[config.mk]
export PLATFORM = sky130hd
export DESIGN_NAME = fifo_wr_ctrl
export DESIGN_NICKNAME = d
export VERILOG_FILES = /design/src/rtl/fifo_wr_ctrl.sv
export SDC_FILE = /design/constraint.sdc
export NUM_CORES = 1
export LEC_CHECK = 0
export BUFFER_PORTS_ARGS = -buffer_cell sky130_fd_sc_hd__buf_2
export CORE_MARGIN = 2
export CORE_UTILIZATION = 35
export DETAILED_ROUTE_END_ITERATION = 10
export GPL_ROUTABILITY_DRIVEN = 0
export PLACE_DENSITY = 0.52
export SYNTH_ARGS = -nofsm -noshare
export SYNTH_HDL_FRONTEND = slang
export SYNTH_SLANG_ARGS = --single-unit
export TNS_END_PERCENT = 5
[constraint.sdc]
create_clock -name clk -period 2.09 [get_ports clk]
set_input_delay 0.1045 -clock clk [delete_from_list [all_inputs] [get_ports clk]]
set_output_delay 0.1045 -clock clk [all_outputs]
set_load 0.005 [all_outputs]
[src/rtl/fifo_wr_ctrl.sv]
// Write-side FIFO controller: waits for empty, settles, then writes one
// burst of DEPTH incrementing words, aborting early on full.
module fifo_wr_ctrl #(
  parameter int DATA_W   = 8,
  parameter int DEPTH    = 256,
  parameter int WAIT_CYC = 3,
  parameter int CNT_W    = 16
) (
  input  logic              clk,
  input  logic              rst,
  input  logic              en,
  input  logic              wrempty,
  input  logic              wrfull,
  output logic              wrreq,
  output logic [DATA_W-1:0] data,
  output logic              busy,
  output logic              burst_done,
  output logic              abort,
  output logic [CNT_W-1:0]  burst_cnt
);

  localparam int IDX_W = $clog2(DEPTH);
  localparam int DLY_W = (WAIT_CYC > 1) ? $clog2(WAIT_CYC) : 1;

  localparam logic [IDX_W-1:0] LAST_IDX = IDX_W'(DEPTH - 1);
  localparam logic [DLY_W-1:0] LAST_DLY = DLY_W'(WAIT_CYC - 1);

  typedef enum logic [1:0] {
    IDLE,
    DELAY,
    WRITE
  } state_t;

  state_t            state, state_n;
  logic [IDX_W-1:0]  idx, idx_n;
  logic [DLY_W-1:0]  dly, dly_n;
  logic              wrreq_n;
  logic [DATA_W-1:0] data_n;
  logic              busy_n;
  logic              done_n;
  logic              abort_n;
  logic [CNT_W-1:0]  cnt_n;

  always_comb begin
    state_n = state;
    idx_n   = idx;
    dly_n   = dly;
    wrreq_n = 1'b0;
    data_n  = '0;
    done_n  = 1'b0;
    abort_n = 1'b0;
    cnt_n   = burst_cnt;
    unique case (state)
      IDLE: begin
        if (en && wrempty) begin
          state_n = DELAY;
          dly_n   = '0;
        end
      end
      DELAY: begin
        if (!wrempty) begin
          state_n = IDLE;
          dly_n   = '0;
        end else if (dly == LAST_DLY) begin
          state_n = WRITE;
          wrreq_n = 1'b1;
          idx_n   = '0;
          dly_n   = '0;
        end else begin
          dly_n = dly + 1'b1;
        end
      end
      WRITE: begin
        // last word wins over a coincident full flag
        if (idx == LAST_IDX) begin
          state_n = IDLE;
          idx_n   = '0;
          done_n  = 1'b1;
          cnt_n   = burst_cnt + 1'b1;
        end else if (wrfull) begin
          state_n = IDLE;
          idx_n   = '0;
          abort_n = 1'b1;
        end else begin
          wrreq_n = 1'b1;
          idx_n   = idx + 1'b1;
          data_n  = DATA_W'(idx_n);
        end
      end
      default: begin
        state_n = IDLE;
        idx_n   = '0;
        dly_n   = '0;
      end
    endcase
    busy_n = (state_n != IDLE);
  end

  always_ff @(posedge clk) begin
    if (rst) begin
      state      <= IDLE;
      idx        <= '0;
      dly        <= '0;
      wrreq      <= 1'b0;
      data       <= '0;
      busy       <= 1'b0;
      burst_done <= 1'b0;
      abort      <= 1'b0;
      burst_cnt  <= '0;
    end else begin
      state      <= state_n;
      idx        <= idx_n;
      dly        <= dly_n;
      wrreq      <= wrreq_n;
      data       <= data_n;
      busy       <= busy_n;
      burst_done <= done_n;
      abort      <= abort_n;
      burst_cnt  <= cnt_n;
    end
  end

endmodule

==> out/qor.yml, run 1 <==
path_max_fanout: 7
clock_tree.htree_level_count: 2
worst-path-buf-inv: 1
worst-slew-pin-transition_ns: 0.5284
synth_fp_nets: 229
worstSetupStartpoint: "state[0]"
synth_top_area_share_pct: 41.21
power.density_cell_area_mw_per_mm2: 631.1
area_growth_pct: 21.89
grt_use_total_pct: 16.41
crit_path_end: "burst_cnt[11]"
first_pass_grt_wire_length_mm: 8.010
peak_supply_drop_uv: 307.5
timing.final.ws_setup_ns: 0.1460
synthDistinctLibCells: 50
core_mm2: 0.005439
timing.rr.end: "burst_cnt[11]"
minimum_clock_period_after_layout_ns: 1.944
finalHoldViolCount: 0
finalCritPeriodShare_pct: 93.02
drc: 0
grt_overflow: 0
worstHoldPathType: "primary input to flop"
async_flop_share_pct: 0
totalPowerFinal_mw: 1.495
floorplan.die.height_um: 78.51
cts_inserted_buffers: 5
buffers_added_on_ports: 32
setup-violations-final: 0
cts.reportedPaths.clkPinSlew_ns: 0.08
detailedRoute.firstIterationViolations: 118
setup.worst_path.end_class: "flop"
synthesis_stage_register_bit_count: 40
worst_hold_slack_after_final_layout_ns: 0.1181
first_pass_iters: 4
cp.arrival_ns: 2.18
final_net_count: 271
slew_headroom_pct: 63.86
timing.setup.tns_ns: 0
nFillCells: 553
critical_path.cell_chain: "inv_1 -> ha_2 -> nand4_4 -> or3_4 -> or4_1 -> a21oi_1"
fp.dieArea_mm2: 0.006164
critical-path-slowest-cell: "or4_1"
syn-instance-count: 218
detailed_route_wire_length_mm: 4.682
criticalPathCategory: "flop to flop"
dp_slack_ns: 0.04429
final_non_filler_cells: 333
synth.cell_area_mm2: 0.001943
synth_enable_flop_cells: 0
worst_skew_pair.late_latency_ns: 0.30
rsz0062_at_grt: "no"
ys_seq_area_share_pct: 41.21
floorplan.initialDensity_pct: 35.73
synth.cells.most_frequent: "dfxtp_1, a21oi_1, nor2_1, nand2_1"
grt_start_max_net_pins: 27
max_freq_mhz: 514.4
diodes: 0
detail_route.wl_per_cell_um: 14.06
cts.hold.buffers_added: 0
top_level_ports: 33
cts-root-buf: "clkbuf_8"
crit-reg2reg-launch: "state[0]"
dpl.hpwl_mm: 3.322
yosys_warnings: 0
worst_r2r_path_depth: 6
rrSetupSlack_ns: 0.15
first_global_vias: 1663
floorplan.die.width_um: 78.51
worstHoldPathCells: 2
p_leak_nw: 0.9161
slew_violations: 0
placed_cells: 325
worst_path_largest_cell_delay_ns: 0.50
worst_ep_required_time_ns: 2.33
routed_via_density: 5.195
cp_num_cells: 6
ys_top_cells_by_area: "dfxtp_1, a21oi_1, ha_1"
outcome: "finished, final reports clean"
postSynth.topFlopCell: "dfxtp_1"
post-synth-top-count-cell: "dfxtp_1"
syn-mean-instance-area_um2: 8.913
fin_worst_skew_ns: 0.007338
crit_path_start_kind: "flop"
critical-path-top-delay-family: "simple AND/OR/NAND/NOR gates"
via_count: 1730
cts_tree: "built"
clkSinkCount: 40
ant_nets: 0
max-clock-path-buffers: 2
post_route_cells_drive_above_1_share_pct: 26.44
placementRows: 27
maxCapViolations: 0
antenna_found_initial: 0
synth_largest_area_cell: "dfxtp_1"
==> metal layers <==
metal  GRT usage [%]  part of all wire, %  wire length [µm]  vias to the layer above
met3           3.908                  4.8               226                        6
met4           5.789                  1.4                65                        0
met2           25.98                   44              2067                       42
li1                -                    -                 -                      884
met1           21.74                   50              2322                      798
met5               0                    0                 0                        -
==> kinds of logic after synthesis <==
family,Yosys count,share of synthesized area [%]
AOI/OAI and AO/OA,53,17.71
xor gates and xnor gates,10,4.508
adders and majority gates,6,3.863
buffers and inverters,20,5.151
DFF,40,41.21
muxes,1,0.5152
and+or+nand+nor,88,27.04
==> registers in the layout, indices dropped and copies added, names as in the netlist <==
signal / flops
burst_cnt: 16
data: 8
idx: 8
dly: 2
state: 2
abort: 1
burst_done: 1
busy: 1
wrreq: 1
==> worst min-delay path by stage <==
stage | start | end
after floorplan | wrfull | abort
after CTS | wrfull | abort
after global routing | wrfull | abort
after detailed placement | wrfull | abort
final | wrfull | abort
after global placement | wrfull | abort
==> final cells by class <==
| type | instances | area [µm²] | share of cell area, % |
|---|---|---|---|
| inverter | 9 | 33.78 | 1.426 |
| multi-input combinational | 158 | 1057 | 44.64 |
| sequential | 40 | 800.8 | 33.81 |
| tap | 72 | 90.09 | 3.803 |
| clock buffer | 6 | 82.58 | 3.487 |
| clock inverter | 2 | 38.79 | 1.638 |
| timing repair buffer | 46 | 265.3 | 11.20 |
==> layout by cell type (no fill, tap or decap), types with 3 or more instances in the layout <==
cell	Yosys	routed
dfxtp_1	40	40
buf_2	1	32
a21oi_1	18	18
nor2_1	18	18
nand2_1	17	17
buf_4	5	14
inv_1	9	9
nand3_1	9	9
o21ai_0	8	8
xnor2_1	8	8
clkbuf_8	0	6
or4_1	5	5
and4_1	4	4
nor4_1	4	4
o31ai_1	5	4
ha_1	6	4
a2111oi_0	3	3
nand4b_1	3	3
a21o_1	3	3
or3_1	4	3
nand4_1	3	3
a31oi_1	3	3
==> repair_timing <==
item | in CTS | in global routing
endpoints found under the setup margin | 0 | 5
buffers inserted | 0 | 0
gates resized for setup | 0 | 4
==> worst reg2reg max path, cell delays in order (launching register included) <==
cell	delay [ns]
dfxtp_1	0.34
inv_1	0.09
ha_2	0.26
nand4_4	0.12
or3_4	0.43
or4_1	0.50
a21oi_1	0.14
==> power breakdown <==
group          internal (mW)  total (mW)  switching, mW
sequential             0.765       0.767        0.00235
combinational         0.0168      0.0502         0.0334
clock                  0.391       0.677          0.287
==> per-stage QoR <==
stage | cell area, µm² | util (%)
2_1_floorplan | 1943 | -
6_report | 2369 | 43.55
5_1_grt | 2369 | 43.55
4_1_cts | 2354 | 43.27
3_5_place_dp | 2232 | 41.04
3_3_place_gp | 2232 | 41.04
(Power assumes the default switching activity.)
==> run 2, diff against run 1 <==
--- a/config.mk
+++ b/config.mk
@@ -10,7 +10,8 @@
 export CORE_UTILIZATION = 35
 export DETAILED_ROUTE_END_ITERATION = 10
 export GPL_ROUTABILITY_DRIVEN = 0
-export PLACE_DENSITY = 0.52
+export MAX_ROUTING_LAYER = met4
+export PLACE_DENSITY = 0.5
 export SYNTH_ARGS = -nofsm -noshare
 export SYNTH_HDL_FRONTEND = slang
 export SYNTH_SLANG_ARGS = --single-unit
==> constraint.sdc (replaced) <==
create_clock -name clk -period 2.28 [get_ports clk]
set_input_delay 0.114 -clock clk [delete_from_list [all_inputs] [get_ports clk]]
set_output_delay 0.114 -clock clk [all_outputs]
set_load 0.005 [all_outputs]
==> run 2 against run 1 <==
Compared with the run above:
- total power shrank 20%
- non-clock buffer count fell by 6
- final cell count fell by 2.1%
- utilization fell by 1.9 points
- die area is the same
- highest routed layer unchanged
- hold slack better by 0.0071 ns
- critical path depth unchanged
- largest power group unchanged
- fmax fell by 9.2%
- via count decreased by 2.0%
- global-route usage fell by 0.83 points
- critical path type unchanged
==> out/qor.yml, run 2 (synthesis results as in run 1) <==
timing.setup.tns_ns: 0  # unchanged
max_freq_mhz: 467.1  # -9.2%
clkSinkCount: 40  # unchanged
share_clk_of_total_power_pct: 37.0  # -8.3 points
nFillCells: 568  # +2.7%
ant_nets: 0  # unchanged
placed_cells: 319  # -1.8%
p_leak_nw: 0.8694  # -5.1%
internal_power_mw: 0.9247  # -21%
power_frac_comb_pct: 3.9  # +0.5 points
worst-slew-pin-transition_ns: 0.5695  # +0.04114 ns
met2_track_demand_over_resource_pct: 22.31  # -3.7 points
worstHoldPathType: "primary input to flop"
cp.arrival_ns: 2.37  # +0.19 ns
minimum_clock_period_after_layout_ns: 2.141  # +0.1970 ns
layout.cells.most_common_list: "dfxtp_1, buf_2, a21oi_1, nor2_1, nand2_1"
area_growth_pct: 16.55
outcome: "finished, final reports clean"
cts_inserted_buffers: 5  # unchanged
maxCapViolations: 0  # unchanged
post_route_cells_drive_above_1_share_pct: 22.44  # -4.0 points
multi_input_gate_area_mm2: 0.001042  # -1.4%
worst_skew_pair.late_latency_ns: 0.29  # about the same
finalHoldViolCount: 0  # unchanged
placed_area_mm2: 0.002187  # -2.0%
diodes: 0  # unchanged
floorplan.initialDensity_pct: 35.73  # unchanged
busiest_layer_in_global_routing: "met2"
criticalPathCategory: "flop to flop"
largest-register: "burst_cnt"
peak_supply_drop_uv: 256.0  # -17%
worst_path_largest_cell_delay_ns: 0.52  # +0.02 ns
routed_via_density: 5.199  # about the same
critical_path.cell_chain: "ha_1 -> buf_4 -> nand4_4 -> or3_1 -> or4_1 -> a21oi_1"
top_regs: "burst_cnt x16, data x8, idx x8"
placementRows: 27  # unchanged
crit_path_start_kind: "flop"
final_net_count: 265  # -2.2%
critical-path-slowest-cell: "or4_1"
setup-violations-final: 0  # unchanged
fp.dieArea_mm2: 0.006164  # unchanged
final_non_filler_cells: 326  # -2.1%
detail_route.wl_per_cell_um: 13.54  # -3.7%
top_level_ports: 33  # unchanged
finish.instance_area_mm2: 0.002265  # -4.4%
final_core_util_pct: 41.64  # -1.9 points
netSwitchingFraction_pct: 22.28  # +0.69 points
core_mm2: 0.005439  # unchanged
clock_tree.htree_level_count: 2  # unchanged
worst_hold_slack_after_final_layout_ns: 0.1251  # +0.007052 ns
slew_violations: 0  # unchanged
first_pass_grt_wire_length_mm: 7.355  # -8.2%
grt_use_total_pct: 15.57  # -0.83 points
cts-root-buf: "clkbuf_8"
via_count: 1695  # -2.0%
slew_headroom_pct: 61.05  # -2.8 points
grt_overflow: 0  # unchanged
finalCritPeriodShare_pct: 93.90  # +0.89 points
fin_worst_skew_ns: 0.007118  # -0.0002195 ns
largest_register_ffs: 16  # unchanged
power.sequential.fraction_pct: 59.1  # +7.8 points
max-clock-path-buffers: 2  # unchanged
worst_ep_required_time_ns: 2.51  # +0.18 ns
cts.repair_timing.setup_buffer_count: 0  # unchanged
floorplan.die.width_um: 78.51  # unchanged
rsz0062_at_grt: "no"
detailedRoute.firstIterationViolations: 79  # -33%
met3_track_utilization_from_global_routing_pct: 3.793  # -0.11 points
power.density_cell_area_mw_per_mm2: 525.4  # -17%
cts.reportedPaths.clkPinSlew_ns: 0.07  # about the same
setup.worst_path.end_class: "flop"
antenna_found_initial: 0  # unchanged
mostFrequentLayoutCell: "dfxtp_1"
ff_latch_area_um2: 800.8  # unchanged
detailed_route_wire_length_mm: 4.413  # -5.7%
first_global_vias: 1543  # -7.2%
buffers_added_on_ports: 32  # unchanged
grt_util_met1_pct: 21.33  # -0.41 points
dpl.hpwl_mm: 3.212  # -3.3%
grt_start_max_net_pins: 27  # unchanged
worst-path-buf-inv: 1  # unchanged
cts.repair.resized: 0  # unchanged
floorplan.die.height_um: 78.51  # unchanged
first_pass_iters: 4  # unchanged
drc: 0  # unchanged
critical-path-top-delay-family: "simple AND/OR/NAND/NOR gates"
cts.hold.buffers_added: 0  # unchanged
path_max_fanout: 7  # unchanged
cts_tree: "built"
net-switching-power_mw: 0.2651  # -18%
run 2: layout make-up:
type                            instances  share of cell area [%]
Clock buffer                            6                   3.204
Tap cell                               72                   3.978
Timing Repair Buffer                   40                   9.724
Inverter                                9                   1.492
Multi-Input combinational cell        158                   46.02
Clock inverter                          1                  0.2210
Sequential cell                        40                   35.36
run 2: through the flow:
stage / worst slack, ns / total power [mW]
floorplan: 0.2691 / 0.7507
global placement: 0.2090 / 0.7665
global route: 0.008544 / 1.244
detailed placement: 0.1535 / 0.7662
CTS: 0.1403 / 1.210
finish: 0.1390 / 1.190
run 2: path summary, 6_finish.rpt:
| kind | startpoint | end | slack [ns] | depth (start not counted) |
|---|---|---|---|---|
| max | idx[0] | burst_cnt[11] | 0.14 | 6 |
| min reg2reg | burst_cnt[14] | burst_cnt[14] | 0.50 | 2 |
| min | wrfull | abort | 0.13 | 2 |
| max reg2reg | idx[0] | burst_cnt[11] | 0.14 | 6 |
run 2: power by group through the flow:
stage | Clock (mW) | Combinational (mW) | Sequential (mW)
after global placement | 0 | 0.0469 | 0.720
after floorplan | 0 | 0.0312 | 0.720
final | 0.440 | 0.0460 | 0.703
after detailed placement | 0 | 0.0465 | 0.720
after global routing | 0.488 | 0.0521 | 0.704
after CTS | 0.461 | 0.0464 | 0.703
run 2: routing by layer:
| metal | vias to the layer above | wire length, µm | part of all wire [%] |
|---|---|---|---|
| met4 | 0 | 60 | 1.4 |
| met3 | 6 | 177 | 4.0 |
| li1 | 874 | - | - |
| met5 | - | 0 | 0 |
| met2 | 38 | 1944 | 44 |
| met1 | 777 | 2230 | 51 |
